File: src/rtl/adc_avg_pkg.sv
// Shared constants for the ADC sample averager and its integration with the
// pipelined-ADC correction stage: FSM state codes and default widths.
package adc_avg_pkg;

    // Corrected-sample width delivered by the correction stage.
    localparam int DW_DEFAULT = 13;

    // Width of the post-enable skip counter (SKIP is legal up to 63).
    localparam int SKIP_W = 6;

    // Acquisition FSM state codes.
    localparam logic [1:0] ST_IDLE = 2'd0;
    localparam logic [1:0] ST_SKIP = 2'd1;
    localparam logic [1:0] ST_ACC  = 2'd2;

endpackage

File: src/rtl/sync_fifo_fwft.sv
// Small synchronous first-word-fall-through FIFO. The head word is visible on
// rdata whenever the FIFO is not empty; rdata reads as zero while empty.
// A push while full is taken only when a pop happens in the same cycle.
module sync_fifo_fwft
    import adc_avg_pkg::*;
#(
    parameter int DW      = DW_DEFAULT,
    parameter int FIFO_AW = 3
) (
    input  logic               clk,
    input  logic               rst,
    input  logic               push,
    input  logic [DW-1:0]      wdata,
    input  logic               pop,
    output logic [DW-1:0]      rdata,
    output logic               full,
    output logic               empty,
    output logic [FIFO_AW:0]   level
);

    localparam int DEPTH = 1 << FIFO_AW;

    logic [DW-1:0]      mem [DEPTH];
    logic [FIFO_AW-1:0] wr_ptr;
    logic [FIFO_AW-1:0] rd_ptr;
    logic               do_pop;
    logic               do_push;

    assign empty   = (level == '0);
    assign full    = (level == (FIFO_AW+1)'(DEPTH));
    assign do_pop  = pop & ~empty;
    assign do_push = push & (~full | do_pop);
    assign rdata   = empty ? '0 : mem[rd_ptr];

    // Storage array: written on an accepted push, never reset.
    always_ff @(posedge clk) begin
        if (do_push) begin
            mem[wr_ptr] <= wdata;
        end
    end

    // Pointers wrap naturally; level carries one extra bit to tell full from empty.
    always_ff @(posedge clk or posedge rst) begin
        if (rst) begin
            wr_ptr <= '0;
            rd_ptr <= '0;
            level  <= '0;
        end else begin
            if (do_push) begin
                wr_ptr <= wr_ptr + 1'b1;
            end
            if (do_pop) begin
                rd_ptr <= rd_ptr + 1'b1;
            end
            case ({do_push, do_pop})
                2'b10:   level <= level + 1'b1;
                2'b01:   level <= level - 1'b1;
                default: level <= level;
            endcase
        end
    end

endmodule

File: src/rtl/adc_sample_avg.sv
// ADC sample averager: drops the stale words the correction pipeline emits
// after each enable, block-averages 2^AVG_LOG2 words, and queues the averages
// in a FWFT FIFO with a sticky overflow flag.
module adc_sample_avg
    import adc_avg_pkg::*;
#(
    parameter int DW       = DW_DEFAULT,
    parameter int AVG_LOG2 = 2,
    parameter int SKIP     = 6,
    parameter int FIFO_AW  = 3
) (
    input  logic               clk,
    input  logic               rst,
    input  logic               en,
    input  logic [DW-1:0]      din,
    output logic [DW-1:0]      dout,
    output logic               dout_valid,
    input  logic               dout_ready,
    output logic [FIFO_AW:0]   fifo_level,
    output logic               ovf,
    input  logic               clr_ovf
);

    localparam int AW = DW + AVG_LOG2;
    localparam int CW = (AVG_LOG2 > 0) ? AVG_LOG2 : 1;
    localparam logic [CW-1:0] LAST_CNT = CW'((1 << AVG_LOG2) - 1);

    logic [1:0]        state;
    logic [SKIP_W-1:0] skip_cnt;
    logic [CW-1:0]     smp_cnt;
    logic [AW-1:0]     acc;
    logic [AW-1:0]     sum;
    logic [DW-1:0]     avg;
    logic              last;
    logic              push;
    logic              pop;
    logic              full;
    logic              empty;
    logic              drop;

    // The accumulator is wide enough for 2^AVG_LOG2 full-scale words, so the
    // sum including the current word can never wrap.
    assign sum  = acc + AW'(din);
    assign avg  = DW'(sum >> AVG_LOG2);
    assign last = (smp_cnt == LAST_CNT);
    assign push = en & (state == ST_ACC) & last;
    assign pop  = dout_valid & dout_ready;
    assign drop = push & full & ~pop;

    assign dout_valid = ~empty;

    // Skip/accumulate control; dropping en abandons any partial block.
    always_ff @(posedge clk or posedge rst) begin
        if (rst) begin
            state    <= ST_IDLE;
            skip_cnt <= '0;
            smp_cnt  <= '0;
            acc      <= '0;
        end else if (!en) begin
            state    <= ST_IDLE;
            skip_cnt <= '0;
            smp_cnt  <= '0;
            acc      <= '0;
        end else begin
            case (state)
                ST_IDLE: begin
                    skip_cnt <= SKIP_W'(SKIP);
                    state    <= (SKIP == 0) ? ST_ACC : ST_SKIP;
                end
                ST_SKIP: begin
                    skip_cnt <= skip_cnt - 1'b1;
                    if (skip_cnt <= SKIP_W'(1)) begin
                        state <= ST_ACC;
                    end
                end
                ST_ACC: begin
                    if (last) begin
                        acc     <= '0;
                        smp_cnt <= '0;
                    end else begin
                        acc     <= sum;
                        smp_cnt <= smp_cnt + 1'b1;
                    end
                end
                default: state <= ST_IDLE;
            endcase
        end
    end

    // Sticky overflow: a drop in the same cycle as clr_ovf keeps the flag set.
    always_ff @(posedge clk or posedge rst) begin
        if (rst) begin
            ovf <= 1'b0;
        end else if (drop) begin
            ovf <= 1'b1;
        end else if (clr_ovf) begin
            ovf <= 1'b0;
        end
    end

    sync_fifo_fwft #(
        .DW      (DW),
        .FIFO_AW (FIFO_AW)
    ) u_fifo (
        .clk   (clk),
        .rst   (rst),
        .push  (push),
        .wdata (avg),
        .pop   (pop),
        .rdata (dout),
        .full  (full),
        .empty (empty),
        .level (fifo_level)
    );

endmodule
File: config.mk
export PLATFORM = sky130hd
export DESIGN_NAME = adc_sample_avg
export DESIGN_NICKNAME = d
export VERILOG_FILES = /design/src/rtl/adc_avg_pkg.sv /design/src/rtl/sync_fifo_fwft.sv /design/src/rtl/adc_sample_avg.sv
export SDC_FILE = /design/constraint.sdc
export NUM_CORES = 1
export LEC_CHECK = 0
export BUFFER_PORTS_ARGS = -buffer_cell sky130_fd_sc_hd__buf_2
export CORE_AREA = 3 3 139 141
export CTS_CLUSTER_DIAMETER = 30
export DETAILED_ROUTE_END_ITERATION = 10
export DIE_AREA = 0 0 142 144
export HOLD_SLACK_MARGIN = 0.15
export PLACE_DENSITY = 0.55
export SYNTH_ARGS = -nofsm -noshare
export SYNTH_HDL_FRONTEND = slang
export SYNTH_SLANG_ARGS = --single-unit
File: constraint.sdc
create_clock -name clk -period 3.55 [get_ports clk]
set_clock_uncertainty 0.15 [all_clocks]
set_input_delay 0.71 -clock clk [delete_from_list [all_inputs] [get_ports clk]]
set_output_delay 0.71 -clock clk [all_outputs]
set_load 0.01 [all_outputs]
# == Word-level counts from Yosys, hierarchy flattened ==
# Memories as Yosys holds them, arrays and structs flattened.
# Index checks and enable logic that the tools add are counted.
# Widths: inputs -> output; s select.
# op_classes
addsub,7
order_cmp,1
n_eq_ne,10
muxes,17
bitwise_logic,11
reduce_logical,5
# op_table
op,n
$mux 15,3
$add 15x13->15,1
$mux 13,1
$pmux 6 s2,1
$mux 2,5
$pmux 4 s2,1
$and 1x1->1,7
$add 3x1->3 const B,2
$eq 2x2->1 const B,3
$le 6x1->1 const B,1
$mux 6,1
$pmux 2 s3,1
$sub 6x1->6 const B,1
$add 4x1->4 const B,1
$eq 2x1->1 const B,2
$eq 4x4->1 const B,1
$logic_not 4->1,1
$mux 1,4
$reduce_bool 2->1,2
$sub 4x1->4 const B,1
$ne 3x1->1 const B,1
$ne 3x3->1 const B,1
$not 1->1,3
$add 2x1->2 const B,1
5 further kinds,5
# word_totals
register_bits,36
mem_bits_rw,104
in_bits,18
out_inout_bits,19
wordCells,60
n_memories,1
# mem_list
name,words,word_bits,read_ports,rd_ports_with_merged_regs,write_ports,line,rtl
u_fifo.mem,8,13,1,0,1,sync_fifo_fwft.sv:23,logic [DW-1:0] mem [DEPTH];

# == Longest topological paths before layout ==
# depth
depth_word,8
depth_mapped,9
depth_no_buf,8

# == By module ==
# Synthesis repeated with hierarchy kept, for this count alone.
# unflattened
cells_unflattened,444
area_unflattened_um2,6525.0
# by_module_without_submodules
mod,instances,cells_per_inst,area_per_inst_um2,seq_area_each_um2
sync_fifo_fwft,1,236,4619.4,3373.2
adc_sample_avg,1,208,1905.6,650.6

# == Worst setup path after synthesis ==
# No wires, ideal clock.
# synth_timing
path_type,in2reg
from,input en
to,memory u_fifo.mem[0][0] (netlist bit) (enable)
setup_ps,417
t_arrival_ps,2367
t_required_ps,2983
slack_ps,617
path_stages,4
n_path_buf,1
cell_sequence,nand3_2 -> nand2b_1 -> buf_2 -> nor4_1
# synth_via
elab_chain_len,5
# synth_lines
item,line,rtl
start: declaration,adc_sample_avg.sv:14,"input logic en,"
$and 1x1->1 (2 in a row),adc_sample_avg.sv:46,assign push = en & (state == ST_ACC) & last;
$and 1x1->1,sync_fifo_fwft.sv:32,assign do_push = push & (~full | do_pop);
$mux 1,sync_fifo_fwft.sv:37,if (do_push) begin
$mux 1 (not written as such),sync_fifo_fwft.sv:38,mem[wr_ptr] <= wdata;
end: declaration,sync_fifo_fwft.sv:23,
# No other way between the ends.

# == Worst setup path in the final report ==
# layout_timing
from,register u_fifo.rd_ptr[1]
to,output dout[12]
# layout_via
elab_chain_len,2
# layout_lines
item,line,rtl
start: declaration,sync_fifo_fwft.sv:25,logic [FIFO_AW-1:0] rd_ptr;
start signal: assignment,sync_fifo_fwft.sv:53,rd_ptr <= rd_ptr + 1'b1;
$mem_v2 8x13,-,
$mux 13,sync_fifo_fwft.sv:33,assign rdata = empty ? '0 : mem[rd_ptr];
end: declaration,adc_sample_avg.sv:16,"output logic [DW-1:0] dout,"
# No other way between the ends.

==> reports/qor.yml <==
cts_resized: 0
multi_input_area_um2: 2180
die_w_um: 142
design_area_um2: 7470
grt_pass1_vias: 3845
max_stage_delay_ns: 1.01
worstSkewPairLatency_ns: 0.42
nFillCells: 1631
wirelength_um: 13000
fin_crit_sh_pct: 92.3
grt.overflow.total: 0
p_per_area_nw_per_um2: 676
cts_buffers: 17
io_buffers: 36
cp_cell_sequence: "mux4_2, mux2i_1, nor2_1, buf_2"
crit_type: "flip-flop to primary output"
gp_congestion: 0.794
diodes: 0
fp-row-count: 49
status: "finished, final reports clean"
ff_latch_area_um2: 4020
cts_hold_buf: 0
grt_pass1_wl_um: 20900
synth_edf_count: 104
cp.required_ns: 2.69
wl_per_cell_um: 18.5
ios: 37
ys_warn_count: 0
ys_ff_latch: 140
fin_nets: 501
drtIter0Drc: 172
syn_to_final_growth_pct: 18.8
netlist_area_um2: 6290
path_buf_inv: 1
rsz0062_at_grt: "false"
grtUsageTotal_pct: 13.7
arrival_ns: 2.42
crit_fanout: 22
critPathTopFamily: "flip-flops"
dr_total_vias: 3577
critPathSlowestCell: "dfrtp_1"
period_needed_ns: 3.28
clock_sinks: 140
p_leak_nw: 2.89
critPathLaunchType: "flip-flop"
synth_ff_type: "edfxtp_1"
grt_antenna_before_repair: 0
r2r_start: "acc[0]"
synthArstFlopShare_pct: 25.7
post_dp_cell_area_um2: 6890
syn_nets: 438
cp_num_cells: 4
ys_types: 57
setup.worst_path.end_class: "primary output"
die-area_um2: 20400
netlist_instances: 398
clkTransAtPathRegs_ns: 0.06
finalSetupTns_ns: 0
min_path_type: "input pin to asynchronous set/reset pin"
r2r-end: "u_fifo.mem[7][12]"
grt_max_degree: 37
rrSetupSlack_ns: 0.81
drive_above_1_share_pct: 28.9
final_core_util_pct: 41.3
mostFrequentLayoutCell: "edfxtp_1"
power_mw: 5.05
hold_violations: 0
synth.avg_cell_area_um2: 15.8
drc_errors: 0
clk_path_buf_depth: 2
rr_worst_depth: 8
start_util_pct: 34.8
setup_violations: 0
coreArea_um2: 18100
whs_ns: 0.232
via_per_inst: 5.09
die_y_um: 144
cts_tree: "done"
most-common-layout-cells: "edfxtp_1 (104), dfrtp_1 (36), buf_2 (36)"
cap_viol_max_count: 0
htree_levels: 4
place_hpwl_um: 8610
slew_headroom_pct: 32.3
clockRootBuffer: "clkbuf_16"
finalMaxSlewViolations: 0
ys_seq_area_share_pct: 64.0
ant_nets: 0
post_cts_buffers: 0
drt_pre_antenna_iters: 5
vdd_drop_max_v: 0.000373
worst_pin_slew_ns: 1.02
clock.fmax_mhz: 305
-- metal layers --
metal	wire length, um	global-route usage (%)
met5	0	0
met4	211	5.00
met3	522	3.67
met2	6640	23.9
met1	5600	16.4
-- worst reg2reg max path, stage by stage (launching register included) --
cell and delay, ns:
dfrtp_1 0.39, ha_1 0.23, fa_1 0.43, a21o_1 0.21, a221oi_2 0.37, o31a_4 0.24
nor3_2 0.06, nor2_1 0.12, xnor2_1 0.27
-- power breakdown --
| group | switching, mW | internal [mW] |
|---|---|---|
| clock | 0.726 | 0.985 |
| combinational | 0.611 | 0.681 |
| sequential | 0.188 | 1.86 |
| total | 1.52 | 3.53 |
-- layout make-up --
class                   count  area share (%)
clock buffers              17            5.70
clock inverters            15            2.01
inverters                  11           0.553
multi-input cells         233            29.2
flip-flops and latches    140            53.9
well taps                 229            3.84
repair buffers             58            4.79
-- state kept, by name (all words and copies together) (netlist names) --
| signal | cells |
|---|---|
| u_fifo.rd_ptr | 3 |
| state | 2 |
| acc | 15 |
| skip_cnt | 6 |
| u_fifo.wr_ptr | 3 |
| ovf | 1 |
| smp_cnt | 2 |
| u_fifo.level | 4 |
| u_fifo.mem | 104 |
-- cell usage after synthesis (all sizes together), types with 3 or more instances --
library cell / n / area, um2
a21o: 6 / 45.0
a21oi: 13 / 68.8
a22o: 13 / 114
a31oi: 3 / 18.8
buf: 8 / 41.3
clkbuf: 6 / 23.8
dfrtp: 36 / 901
edfxtp: 104 / 3120
ha: 20 / 250
inv: 11 / 41.3
mux2i: 16 / 160
mux4: 26 / 586
nand2: 19 / 71.3
nand2b: 5 / 31.3
nand3: 3 / 20.0
nor2: 25 / 96.4
nor2b: 8 / 57.6
nor3: 9 / 50.1
nor4: 3 / 33.8
o211ai: 4 / 30.0
o21a: 4 / 30.0
o21ai: 13 / 65.1
xnor2: 14 / 123
xor2: 6 / 60.1
-- cells by family after synthesis --
logic type | share of synthesized area [%]
AOI/OAI and AO/OA | 7.84
adders and majority gates | 4.62
buffers and inverters | 1.69
muxes | 12.3
xor gates and xnor gates | 2.91
DFF | 64.0
and+or+nand+nor | 6.67
-- worst max path at each step --
| stage | from | end |
|---|---|---|
| after global placement | din[0] | u_fifo.mem[0][12] |
| after detailed placement | din[0] | u_fifo.mem[0][12] |
| after floorplan | en | u_fifo.mem[0][0] |
| final | u_fifo.rd_ptr[1] | dout[12] |
| after CTS | u_fifo.rd_ptr[1] | dout[12] |
| after global routing | u_fifo.rd_ptr[1] | dout[12] |
-- through the flow --
step	std cells	setup slack, ns
floorplan	398	0.617
global route	703	0.110
finish	703	0.272
CTS	703	0.191
detailed placement	671	0.415
global placement	671	0.420
Note: power is estimated with default switching activity, not from simulation.
